`src/rtl/region_job_dispatcher.sv`:
```
// Streams region records from memory to round-robin checker lanes and tallies
// the pass verdicts; finished rises once every issued region has retired.
module region_job_dispatcher #(
  parameter int NUM_LANES = 4,
  parameter int ADDR_W    = 10,
  parameter int REC_W     = 64
) (
  input  logic                 clk,
  input  logic                 rst_n,
  input  logic                 start,
  input  logic [ADDR_W:0]      num_regions,
  output logic                 mem_rd_en,
  output logic [ADDR_W-1:0]    mem_addr,
  input  logic [REC_W-1:0]     mem_rdata,
  input  logic [NUM_LANES-1:0] lane_idle,
  output logic [NUM_LANES-1:0] lane_start,
  output logic [REC_W-1:0]     lane_rec,
  input  logic [NUM_LANES-1:0] lane_done,
  input  logic [NUM_LANES-1:0] lane_pass,
  output logic                 busy,
  output logic                 finished,
  output logic [63:0]          result,
  output logic                 proto_err
);

  localparam int PTR_W = (NUM_LANES > 1) ? $clog2(NUM_LANES) : 1;

  localparam logic [2:0] S_IDLE     = 3'd0;
  localparam logic [2:0] S_FETCH    = 3'd1;
  localparam logic [2:0] S_LOAD     = 3'd2;
  localparam logic [2:0] S_DISPATCH = 3'd3;
  localparam logic [2:0] S_DRAIN    = 3'd4;
  localparam logic [2:0] S_DONE     = 3'd5;

  localparam logic [ADDR_W:0]  IDX_ONE  = 1;
  localparam logic [PTR_W-1:0] PTR_ONE  = 1;
  localparam logic [PTR_W-1:0] PTR_LAST = PTR_W'(NUM_LANES - 1);
  localparam logic [NUM_LANES-1:0] LANE_ONE = 1;

  logic [2:0]           state_q, state_d;
  logic [ADDR_W:0]      n_q, n_d;
  logic [ADDR_W:0]      issue_idx_q, issue_idx_d;
  logic [ADDR_W:0]      retired_q, retired_d;
  logic [NUM_LANES-1:0] outstanding_q, outstanding_d;
  logic [PTR_W-1:0]     rr_ptr_q, rr_ptr_d;
  logic [REC_W-1:0]     hold_q, hold_d;
  logic [63:0]          result_q, result_d;
  logic                 proto_err_q, proto_err_d;

  logic [NUM_LANES-1:0] eligible;
  logic [NUM_LANES-1:0] gnt_vec;
  logic [NUM_LANES-1:0] retire_vec;
  logic [NUM_LANES-1:0] pass_vec;
  logic [PTR_W-1:0]     gnt_idx;
  logic [PTR_W-1:0]     cand;
  logic                 gnt_found;
  logic                 stray;

  function automatic logic [ADDR_W:0] popcount(input logic [NUM_LANES-1:0] v);
    logic [ADDR_W:0] c;
    c = '0;
    for (int i = 0; i < NUM_LANES; i++) begin
      c = c + {{ADDR_W{1'b0}}, v[i]};
    end
    return c;
  endfunction

  // Round-robin search starting at rr_ptr; masks use the pre-update outstanding set.
  always_comb begin
    eligible  = lane_idle & ~outstanding_q;
    gnt_found = 1'b0;
    gnt_idx   = '0;
    cand      = '0;
    for (int i = 0; i < NUM_LANES; i++) begin
      cand = PTR_W'((int'(rr_ptr_q) + i) % NUM_LANES);
      if (!gnt_found && eligible[cand]) begin
        gnt_found = 1'b1;
        gnt_idx   = cand;
      end
    end
  end

  // A lane launch is suppressed while reset is asserted so no job escapes an abort.
  assign gnt_vec    = (state_q == S_DISPATCH && gnt_found && rst_n) ? (LANE_ONE << gnt_idx) : '0;
  assign retire_vec = (state_q != S_IDLE) ? (lane_done & outstanding_q) : '0;
  assign pass_vec   = retire_vec & lane_pass;
  assign stray      = (state_q != S_IDLE) && (|(lane_done & ~outstanding_q));

  always_comb begin
    state_d       = state_q;
    n_d           = n_q;
    issue_idx_d   = issue_idx_q;
    rr_ptr_d      = rr_ptr_q;
    hold_d        = hold_q;
    outstanding_d = (outstanding_q & ~retire_vec) | gnt_vec;
    retired_d     = retired_q + popcount(retire_vec);
    result_d      = result_q + 64'(popcount(pass_vec));
    proto_err_d   = proto_err_q | stray;

    case (state_q)
      S_IDLE, S_DONE: begin
        if (start) begin
          n_d         = num_regions;
          result_d    = '0;
          issue_idx_d = '0;
          retired_d   = '0;
          proto_err_d = 1'b0;
          state_d     = (num_regions == '0) ? S_DONE : S_FETCH;
        end
      end
      S_FETCH: state_d = S_LOAD;
      S_LOAD: begin
        hold_d  = mem_rdata;
        state_d = S_DISPATCH;
      end
      S_DISPATCH: begin
        if (gnt_found) begin
          rr_ptr_d    = (gnt_idx == PTR_LAST) ? '0 : gnt_idx + PTR_ONE;
          issue_idx_d = issue_idx_q + IDX_ONE;
          state_d     = (issue_idx_q + IDX_ONE == n_q) ? S_DRAIN : S_FETCH;
        end
      end
      S_DRAIN: begin
        if (retired_q == n_q) state_d = S_DONE;
      end
      default: state_d = S_IDLE;
    endcase
  end

  always_ff @(posedge clk) begin
    if (!rst_n) begin
      state_q       <= S_IDLE;
      n_q           <= '0;
      issue_idx_q   <= '0;
      retired_q     <= '0;
      outstanding_q <= '0;
      rr_ptr_q      <= '0;
      hold_q        <= '0;
      result_q      <= '0;
      proto_err_q   <= 1'b0;
    end else begin
      state_q       <= state_d;
      n_q           <= n_d;
      issue_idx_q   <= issue_idx_d;
      retired_q     <= retired_d;
      outstanding_q <= outstanding_d;
      rr_ptr_q      <= rr_ptr_d;
      hold_q        <= hold_d;
      result_q      <= result_d;
      proto_err_q   <= proto_err_d;
    end
  end

  assign mem_rd_en  = (state_q == S_FETCH);
  assign mem_addr   = (state_q == S_FETCH) ? issue_idx_q[ADDR_W-1:0] : '0;
  assign lane_start = gnt_vec;
  assign lane_rec   = hold_q;
  assign busy       = (state_q == S_FETCH) || (state_q == S_LOAD) ||
                      (state_q == S_DISPATCH) || (state_q == S_DRAIN);
  assign finished   = (state_q == S_DONE);
  assign result     = result_q;
  assign proto_err  = proto_err_q;

endmodule
```
`config.mk`:
```
export PLATFORM = sky130hd
export DESIGN_NAME = region_job_dispatcher
export DESIGN_NICKNAME = d
export VERILOG_FILES = /design/src/rtl/region_job_dispatcher.sv
export SDC_FILE = /design/constraint.sdc
export NUM_CORES = 1
export LEC_CHECK = 0
export CAP_MARGIN = 10
export CORE_UTILIZATION = 40
export CTS_CLUSTER_DIAMETER = 100
export DETAILED_ROUTE_END_ITERATION = 6
export GPL_ROUTABILITY_DRIVEN = 0
export GPL_TIMING_DRIVEN = 0
export PLACE_DENSITY = 0.71
export SLEW_MARGIN = 20
export SYNTH_ARGS = -nofsm -noshare
export SYNTH_HDL_FRONTEND = slang
export SYNTH_SLANG_ARGS = --single-unit
```
`constraint.sdc`:
```
create_clock -name clk -period 3.55 [get_ports clk]
set_input_delay 0.5325 -clock clk [delete_from_list [all_inputs] [get_ports clk]]
set_output_delay 0.5325 -clock clk [all_outputs]
set_load 0.05 [all_outputs]
```
# Word-level counts from Yosys, hierarchy flattened

Cells that the tools add are included.

Flip-flop bits (word level): 171
Input bits: 90
Word-level logic and storage cells: 104

$add $sub $neg: 13
$lt $le $gt $ge: 4
Eq/ne operators: 11
Shift operators: 1
Multiplexer cells: 35
Bitwise operators: 9
Reductions and logical operators: 22

Operator list:

| cell                    | count |
|---|---|
| $mux W64                | 2 |
| $add A64 B4 Y64         | 1 |
| $mux W11                | 4 |
| $eq A11 B11 Y1          | 2 |
| $pmux W11 S2            | 1 |
| $and A4 B4 Y4           | 5 |
| $mux W3                 | 5 |
| $pmux W3 S5             | 1 |
| $lt A2 B3 Y1 const B    | 4 |
| $add A11 B1 Y11 const B | 1 |
| $add A11 B4 Y11         | 1 |
| $logic_not A11 Y1       | 1 |
| $mux W1                 | 10 |
| $mux W10                | 1 |
| $mux W2                 | 5 |
| $add A3 B1 Y4           | 2 |
| $bmux W1 S2             | 4 |
| $mux W4                 | 2 |
| $not A4 Y4              | 2 |
| $add A2 B1 Y3           | 2 |
| $eq A3 B2 Y1 const B    | 2 |
| $eq A3 B3 Y1 const B    | 2 |
| $logic_and A1 B1 Y1     | 6 |
| $ne A2 B2 Y1 const B    | 3 |
| other kinds (17)        | 26 |

# Depth between registers and ports, before layout

Gate-level depths: netlist (run 1).

Word-level depth: 18
Mapped depth: 16
Gate-level depth less buffers: 13

# Least setup slack after synthesis (run 1)

OpenSTA, ideal clock, no wires.

Path type: reg-to-reg
From: register state_q[0]
To: register result_q[32], in the netlist result[32]
Setup time: 117 ps
Data arrival time: 3522 ps
Slack: -89 ps
Stages on the path, launching flop included: 17
Clock period less this slack: 3639 ps
Path through: dfxtp_1 > clkbuf_1 > nor2_1 > nand2_1 > clkbuf_1 > nand4_1 > fa_1 > fa_1 > inv_1 > fa_1 > inv_1 > nor3_1 > nand4_4 > buf_2 > nor3_1 > xnor2_1 > nor2_1

Word-level cells in the longest chain between the ends: 9
Elaborated cells between the ends (all ways): 12
Those cells by class: add/sub (4); eq/ne (1); mux (3); bitwise (1); reduce/logical (3)

RTL lines:

| what                     | RTL line | RTL |
|---|---|---|
| start: declaration       | 40       | `logic [2:0] state_q, state_d;` |
| start signal: assignment | 142      | `state_q <= state_d;` |
| $reduce_bool A3 Y1       | 85       | `assign retire_vec = (state_q != S_IDLE) ? (lane_done & outstanding_q) : '0;` |
| $mux W4                  | 85       |  |
| $and A4 B4 Y4            | 86       | `assign pass_vec = retire_vec & lane_pass;` |
| $add A1 B1 Y2            | 63       | `c = c + {{ADDR_W{1'b0}}, v[i]};` |
| $add A2 B1 Y3            | 63       |  |
| $add A3 B1 Y4            | 63       |  |
| $add A64 B4 Y64          | 97       | `result_d = result_q + 64'(popcount(pass_vec));` |
| $mux W64                 | 102      | `if (start) begin` |
| $mux W64 (*)             | 100      | `case (state_q)` |
| end signal: assignment   | 149      | `result_q <= result_d;` |
| end: declaration         | 47       | `logic [63:0] result_q, result_d;` |

Every way passes the cells marked *; elsewhere a longest branch is shown, timed or not.
A chain may end at the register's enable or synchronous reset.

# Worst setup path after layout (run 1)

From: input lane_idle[1]
To: output lane_start[3]

Word-level cells in the longest chain between the ends: 16
Elaborated cells between the ends (all ways): 27
Those cells by class: shift (1); mux (17); bitwise (1); reduce/logical (8)

RTL lines:

| what                             | RTL line | RTL |
|---|---|---|
| start: declaration               | 15       | `input logic [NUM_LANES-1:0] lane_idle,` |
| $and A4 B4 Y4 (*)                | 70       | `eligible = lane_idle & ~outstanding_q;` |
| $bmux W1 S2                      | 76       | `if (!gnt_found && eligible[cand]) begin` |
| $mux W1 (implied by the code)    | 76       |  |
| $mux W1                          | 76       |  |
| $logic_not A1 Y1                 | 76       |  |
| $logic_and A1 B1 Y1              | 76       |  |
| $mux W1                          | 76       |  |
| $logic_not A1 Y1                 | 76       |  |
| $logic_and A1 B1 Y1              | 76       |  |
| $mux W1                          | 76       |  |
| $logic_not A1 Y1                 | 76       |  |
| $logic_and A1 B1 Y1              | 76       |  |
| $mux W1                          | 76       |  |
| $logic_and A1 B1 Y1 (2 in a row) | 84       | `assign gnt_vec = (state_q == S_DISPATCH && gnt_found && rst_n) ? (LANE_ONE << gnt_idx) : '0;` |
| $mux W4 (*)                      | 84       |  |
| end: declaration                 | 16       | `output logic [NUM_LANES-1:0] lane_start,` |

Every way passes the cells marked *; elsewhere a longest branch is shown, timed or not. The select of a mux whose other input is x is not followed.

==> results of run 1 <==
-- cell usage after synthesis, drive strengths merged (7+ instances only) --
| cell | number |
|---|---|
| dfxtp | 171 |
| nand2 | 170 |
| nor2 | 109 |
| a21oi | 93 |
| xnor2 | 51 |
| xor2 | 40 |
| inv | 33 |
| nand3 | 33 |
| clkbuf | 28 |
| nor3 | 28 |
| buf | 23 |
| nand4 | 20 |
| o21ai | 19 |
| nor4 | 15 |
| and2 | 14 |
| and3 | 13 |
| mux2i | 12 |
| or3 | 12 |
| and4 | 10 |
| ha | 7 |
-- power by group through the flow --
stage          clock (mW)  sequential [mW]  combinational, mW
6_report             1.96             2.11               1.26
5_1_grt              2.09             2.12               1.35
2_1_floorplan           0             2.44              0.485
4_1_cts              1.99             2.11               1.26
3_5_place_dp            0             2.15               1.24
3_3_place_gp            0             2.15               1.23
-- sequential cells by signal (all words and copies together), names as in the netlist --
| name | flops |
|---|---|
| n_q | 11 |
| result | 64 |
| issue_idx_q | 11 |
| outstanding_q | 4 |
| rr_ptr_q | 2 |
| state_q | 3 |
| proto_err | 1 |
| lane_rec | 64 |
| retired_q | 11 |
-- per-layer routing --
| layer | part of all wire | routed length, um |
|---|---|---|
| met4 | 0.017 | 395 |
| met1 | 0.42 | 9670 |
| met5 | 0 | 0 |
| met2 | 0.47 | 10900 |
| met3 | 0.097 | 2240 |
-- final cells by class --
class,count,area [um^2]
tap,265,332
clock inverter,14,185
inverter,33,124
sequential,171,3430
multi-input combinational,709,4260
timing repair buffer,242,2400
fill,1767,7970
buffer,50,263
antenna,1,2.50
clock buffer,18,429
-- logic make-up after synthesis --
| logic type | Yosys count | synth area share |
|---|---|---|
| AOI/OAI and AO/OA | 145 | 0.105 |
| xor gates and xnor gates | 91 | 0.101 |
| adders and majority gates | 13 | 0.0263 |
| buffers and inverters | 84 | 0.0451 |
| DFF | 171 | 0.433 |
| muxes | 12 | 0.0152 |
| and+or+nand+nor | 448 | 0.274 |
-- worst max path at each step --
stage                 startpoint             to  cells past startpoint
CTS                 lane_idle[3]  lane_start[0]                      9
finish              lane_idle[1]  lane_start[3]                      8
floorplan             state_q[0]     result[32]                     16
detailed placement    state_q[0]     result[46]                     16
global placement      state_q[0]     result[46]                     16
global route          state_q[0]     result[59]                     14
-- critical path: cells and delay by family --
family	cells	cell delay (ps)
fa+ha+maj	1	270
compound gates	3	570
simple gates	2	450
buf+inv	2	1010
-- per-stage QoR --
stage / hold slack, ps / total power [mW] / instances
after floorplan: 470 / 2.92 / 964
after global placement: 442 / 3.37 / 1464
after detailed placement: 446 / 3.39 / 1464
after CTS: 455 / 5.36 / 1501
after global routing: 471 / 5.56 / 1502
final: 453 / 5.33 / 1503
-- timing repair --
action	in CTS	in global routing
setup endpoints to repair	61	47
pin swaps	6	8
buffers inserted	6	1
gates cloned	0	0
gates resized for setup	31	22
==> metrics.md, run 1 <==
| Metric | Value |
|---|---|
| Most frequent cells in the layout | 231 x sky130_fd_sc_hd__clkdlybuf4s50_1, 169 x sky130_fd_sc_hd__nand2_1, 169 x sky130_fd_sc_hd__dfxtp_1 |
| Power density normalized to cell area | 467 nW/um^2 |
| Pin count of the biggest net entering global routing | 17 |
| Number of distinct standard cells referenced by the synthesized netlist | 60 |
| Inserted Clock Buffers | 17 |
| Vertical extent of the die | 143 um |
| Register area share after synthesis | 0.433 |
| Clk pin slew, worst setup/hold paths | about 60 ps |
| Async S/R FF share, synth | 0 |
| Final number of max-transition violations | 0 |
| Sum Neg Setup Slack | 0 ps |
| Number of DRC violations after detailed-routing iteration 0 | ~300 |
| Pre-CTS setup slack | -527 ps |
| Largest cells by area after synthesis | sky130_fd_sc_hd__dfxtp_1 43%, sky130_fd_sc_hd__nand2_1 8.1%, sky130_fd_sc_hd__a21oi_1 5.9% |
| Total iterations of the first detailed-routing run | 5 |
| TritonCTS clock tree | done |
| Total of endpoints with negative setup slack in the final report | 0 |
| Number of cells on the worst reg-to-reg path | 14 |
| Global-route congestion overflow total | 0 |
| Remaining antenna violation count after routing | 0 |
| Period utilisation layout | 0.950 |
| Mean instance size in the synthesized netlist | 8.19 um^2 |
| Largest stage delay on the critical path | 540 ps |
| Starting density of the core | 0.407 |
| Biggest area consumer among synthesized cells | sky130_fd_sc_hd__dfxtp_1 |
| Fraction of met1 tracks used by global routing | 0.265 |
| Routed via count divided by cell count | 5.02 |
| Global-route usage over all layers | 0.225 |
| #FFs+latches synth | 171 |
| Final core utilization | 0.589 |
| Worst path slowest cell | sky130_fd_sc_hd__clkdlybuf4s15_1 |
| Worst min-delay path endpoint | lane_rec[46] |
| Nets in the synthesized netlist | ~1,100 |
| Most used flip-flop cell after synthesis | sky130_fd_sc_hd__dfxtp_1 |
| Worst Path Required | ~3000 ps |
| Net switching power | 1.72 mW |
| Max-Slew Margin vs Limit | 0.525 |
| Met2 Use GR | 0.379 |
| Wire length per cell after detailed routing | 15.4 um |
| First-pass GRT wire length | 35,800 um |
| Port Buffer Count | 235 |
| Area delta synth->final | 44.6% |
| Maximum fanout encountered on the critical timing path | 4 |
| Clock insertion delay at the later pin of the skew report | about 430 ps |
| Skew final | about 9.5 ps |
| Area share of the largest cell type after synthesis | 0.433 |
| Reg2Reg Launch Point | state_q[0] |
| CTS root buffer | sky130_fd_sc_hd__clkbuf_16 |
| Global routing's busiest layer | met2 |
| Result of the run | finished, final reports clean |
| Number of top-level design ports | roughly 240 |
| Internal Dissipation | 3.61 mW |
| Layout cell share with drive strength beyond 1 | 0.0841 |
| Gate power share | 0.237 |
| Total number of clock tree sinks | around 170 |
| Total die area | a little over 20,000 um^2 |
| Tmin final | 3370 ps |
| Data arrival at the endpoint of the critical path | 2840 ps |
| Startpoint types | input pin |
| Overall die width | 143 um |
| FF-to-FF setup slack | roughly 220 ps |
| Most common cell after layout, fill and taps aside | sky130_fd_sc_hd__clkdlybuf4s50_1 |
| Half-perimeter wire length of the detailed placement result | 16,800 um |
| Remaining design rule violation count | 0 |
| Worst min-delay path startpoint | lane_rec[46] |
| Dpl cell area | 10,600 um^2 |
| Depth of the worst hold-timing path | 2 |
| Flop pwr share | 0.396 |
| Number of global-route vias before repair | 7,042 |
| Peak supply drop | 0.000346 V |
| Max Cap Viol | 0 |
| Wirelength, routed | 23,200 um |
| Type of the worst min-delay path | flip-flop to flip-flop |
| Syn. warnings | 0 |
| Number of antenna violations at the first check in global routing | 0 |
| Category of the worst setup path capture point | output pin |
| Number of buffers added to fix hold violations after cts | 0 |
| Pleak | 4.06 nW |
| Achievable Freq | ~300 MHz |
| Cell chain of the critical path | clkdlybuf4s50_1 -> nor2b_1 -> o22ai_1 -> o21ai_0 -> a21boi_1 -> ha_1 -> and3_1 -> clkdlybuf4s15_1 |
| Crit Reg-Reg Endpoint | result[59] |
| Final Worst Setup Slack | approximately 180 ps |
| Area of the mapped netlist | approximately 8000 um^2 |
| Worst slew pin tran | 711 ps |
| Clock group share of total power | 0.368 |
| Maximum level of the CTS H-tree | 4 |
| Number of nets in the layout | between 1,000 and 1,500 |
| Sw Ratio | 0.323 |
| Design area | 11,400 um^2 |
| Unrepaired setup endpoints after global routing | false |
| Gate count of the mapped netlist | 964 |
| Maximum count of clock buffers along a single path | 2 |
| Site row count | 51 |
| Hold Fails Final Rpt | 0 |
| CP Class | input pin to output pin |
| Floorplan Core Area | about 19,000 um^2 |
| Number of synthesized flops with an enable pin | 0 |
| Vias after detailed routing | 7,541 |
| Global-route track usage on met3 | 0.0814 |
Note: power is estimated with default switching activity, not from simulation.
==> inputs of run 2 (changes only) <==
--- a/config.mk
+++ b/config.mk
@@ -5,7 +5,6 @@
 export SDC_FILE = /design/constraint.sdc
 export NUM_CORES = 1
 export LEC_CHECK = 0
-export CAP_MARGIN = 10
 export CORE_UTILIZATION = 40
 export CTS_CLUSTER_DIAMETER = 100
 export DETAILED_ROUTE_END_ITERATION = 6
==> results of run 2 <==
The final DEF is identical to that of run 1; final timing and power are the same.
==> inputs of run 3 (changes only) <==
--- a/config.mk
+++ b/config.mk
@@ -15,3 +15,4 @@
 export SYNTH_ARGS = -nofsm -noshare
 export SYNTH_HDL_FRONTEND = slang
 export SYNTH_SLANG_ARGS = --single-unit
+export TNS_END_PERCENT = 1
==> run 3 against run 2 <==
Effect of this change:
- maximum frequency decreased by 2.0%
- utilization barely moved
- final cell count unchanged
- critical path depth up 6
- combinational power is essentially flat
- clock power barely moved
- clock skew is 1.1 ps higher
- via count fell by 0.50%
- die area is the same
- global-route usage is 0.44 points lower
- largest power group unchanged
- highest routed layer unchanged
==> metrics.md, run 3 (synthesis gave the netlist of run 1 again) <==
| Metric | Value |
|---|---|
| Result of the run | finished, final reports clean |
| Most frequent cells in the layout | 231 x sky130_fd_sc_hd__clkdlybuf4s50_1, 169 x sky130_fd_sc_hd__nand2_1, 169 x sky130_fd_sc_hd__dfxtp_1 |
| Maximum level of the CTS H-tree | 4 |
| Site row count | 51 |
| Startpoint types | flip-flop |
| Unrepaired setup endpoints after global routing | true |
| Number of nets in the layout | 1,327 |
| Half-perimeter wire length of the detailed placement result | 16,800 um |
| Total of endpoints with negative setup slack in the final report | 0 |
| Hold Fails Final Rpt | 0 |
| Port Buffer Count | 235 |
| Starting density of the core | 0.407 |
| Total design power | roughly 5.3 mW |
| Total die area | ~20,000 um^2 |
| Worst Path Required | about 3900 ps |
| Achievable Freq | 291 MHz |
| Most common cell after layout, fill and taps aside | sky130_fd_sc_hd__clkdlybuf4s50_1 |
| Clock insertion delay at the later pin of the skew report | 430 ps |
| Power density normalized to cell area | 466 nW/um^2 |
| Period utilisation layout | 0.969 |
| TritonCTS clock tree | done |
| Max Cap Viol | 0 |
| Maximum fanout encountered on the critical timing path | 10 |
| Remaining antenna violation count after routing | 0 |
| Skew final | 10.6 ps |
| CTS root buffer | sky130_fd_sc_hd__clkbuf_16 |
| Data arrival at the endpoint of the critical path | 3770 ps |
| Number of buffers added to fix hold violations after cts | 0 |
| Total number of clock tree sinks | 171 |
| Layout cell share with drive strength beyond 1 | 0.0849 |
| Vias after detailed routing | 7,503 |
| Final number of max-transition violations | 0 |
| Number of fill cells in the layout | 1,782 |
| Vertical extent of the die | approximately 140 um |
| Global-route congestion overflow total | 0 |
| Overall die width | roughly 140 um |
| Number of DRC violations after detailed-routing iteration 0 | slightly above 300 |
| Type of the worst min-delay path | flip-flop to flip-flop |
| Final Non-Filler Cells | between 1,500 and 2,000 |
| Pin count of the biggest net entering global routing | 17 |
| Global-route usage over all layers | 0.221 |
| Area delta synth->final | 44.6% |
| Wirelength, routed | 23,000 um |
| Maximum count of clock buffers along a single path | 2 |
| Floorplan Core Area | 19,400 um^2 |
| Max-Slew Margin vs Limit | 0.524 |
| Worst slew pin tran | 713 ps |
| Number of antenna violations at the first check in global routing | 0 |
| Inserted Clock Buffers | 17 |
| First-pass GRT wire length | 35,100 um |
| Number of global-route vias before repair | 6,946 |
| Number of top-level design ports | 236 |
| CP Class | flip-flop to flip-flop |
| Clk pin slew, worst setup/hold paths | approximately 70 ps |
| Final core utilization | 0.589 |
| Total iterations of the first detailed-routing run | 5 |
| Pleak | around 4.1 nW |
| Tmin final | 3440 ps |
| Wire length per cell after detailed routing | 15.3 um |
| Peak supply drop | 0.000345 V |
| Placed cells | approximately 1,500 |
| Routed via count divided by cell count | 4.99 |
| Category of the worst setup path capture point | flip-flop |
| Remaining design rule violation count | 0 |
[run 3: cell counts in the layout (fill, tap and decap cells not counted)]
Identical to the previous run, type by type.
[run 3: path summary, 6_finish.rpt]
check	cells past startpoint	endpoint	slack (ps)	start
min	2	lane_rec[46]	450	lane_rec[46]
min reg2reg	2	lane_rec[46]	450	lane_rec[46]
max reg2reg	14	result[33]	110	state_q[0]
max	14	result[33]	110	state_q[0]
[run 3: layer usage]
metal / track usage / wire (um) / vias up
li1: - / - / 3754
met1: 0.261 / 9600 / 3467
met2: 0.368 / 10700 / 252
met3: 0.0831 / 2330 / 30
met4: 0.0730 / 399 / 0
met5: 0 / 0 / -
[run 3: worst max-delay path: stages (launching register included)]
cell                       delay [ps]
sky130_fd_sc_hd__dfxtp_2          340
sky130_fd_sc_hd__clkbuf_8         160
sky130_fd_sc_hd__nor2_4           160
sky130_fd_sc_hd__nand2_2          100
sky130_fd_sc_hd__clkbuf_8         170
sky130_fd_sc_hd__nand4_1          110
sky130_fd_sc_hd__fa_1             470
sky130_fd_sc_hd__fa_2             410
sky130_fd_sc_hd__nand2b_2         230
sky130_fd_sc_hd__a211oi_4         310
sky130_fd_sc_hd__nand4_4          190
sky130_fd_sc_hd__buf_4            200
sky130_fd_sc_hd__nor4_4           290
sky130_fd_sc_hd__xnor2_1          150
sky130_fd_sc_hd__nor2_1            50
[run 3: metrics by stage]
step                TNS (ps)  worst slack (ps)  hold WS (ps)  instance area [um^2]
floorplan                  0              17.4           470                  7900
global placement      -14290              -515           442                 10600
detailed placement    -16870              -527           446                 10600
CTS                     -205             -50.8           455                 11300
global route            -638             -88.6           471                 11400
finish                     0               111           453                 11400
[run 3: layout make-up]
type                            count  area (um^2)  share of cell area
Tap cell                          265          332              0.0290
Buffer                             50          259              0.0227
Multi-Input combinational cell    709         4270               0.374
Timing Repair Buffer              242         2390               0.210
Clock inverter                     14          185              0.0162
Antenna cell                        1         2.50            0.000219
Inverter                           33          124              0.0108
Clock buffer                       18          429              0.0376
Sequential cell                   171         3430               0.300
[run 3: report_power, final]
part / leakage [nW] / switching [mW] / internal, mW
registers: 1.39 / 0.0761 / 2.03
clock network: 0.295 / 0.832 / 1.13
logic: 2.38 / 0.811 / 0.449
total: 4.06 / 1.72 / 3.61
[run 3: timing repair]
item,CTS,global route
setup endpoints to repair,61,53
pin swaps,3,5
buffers inserted,0,7
gates resized for setup,23,29
gates cloned,0,0
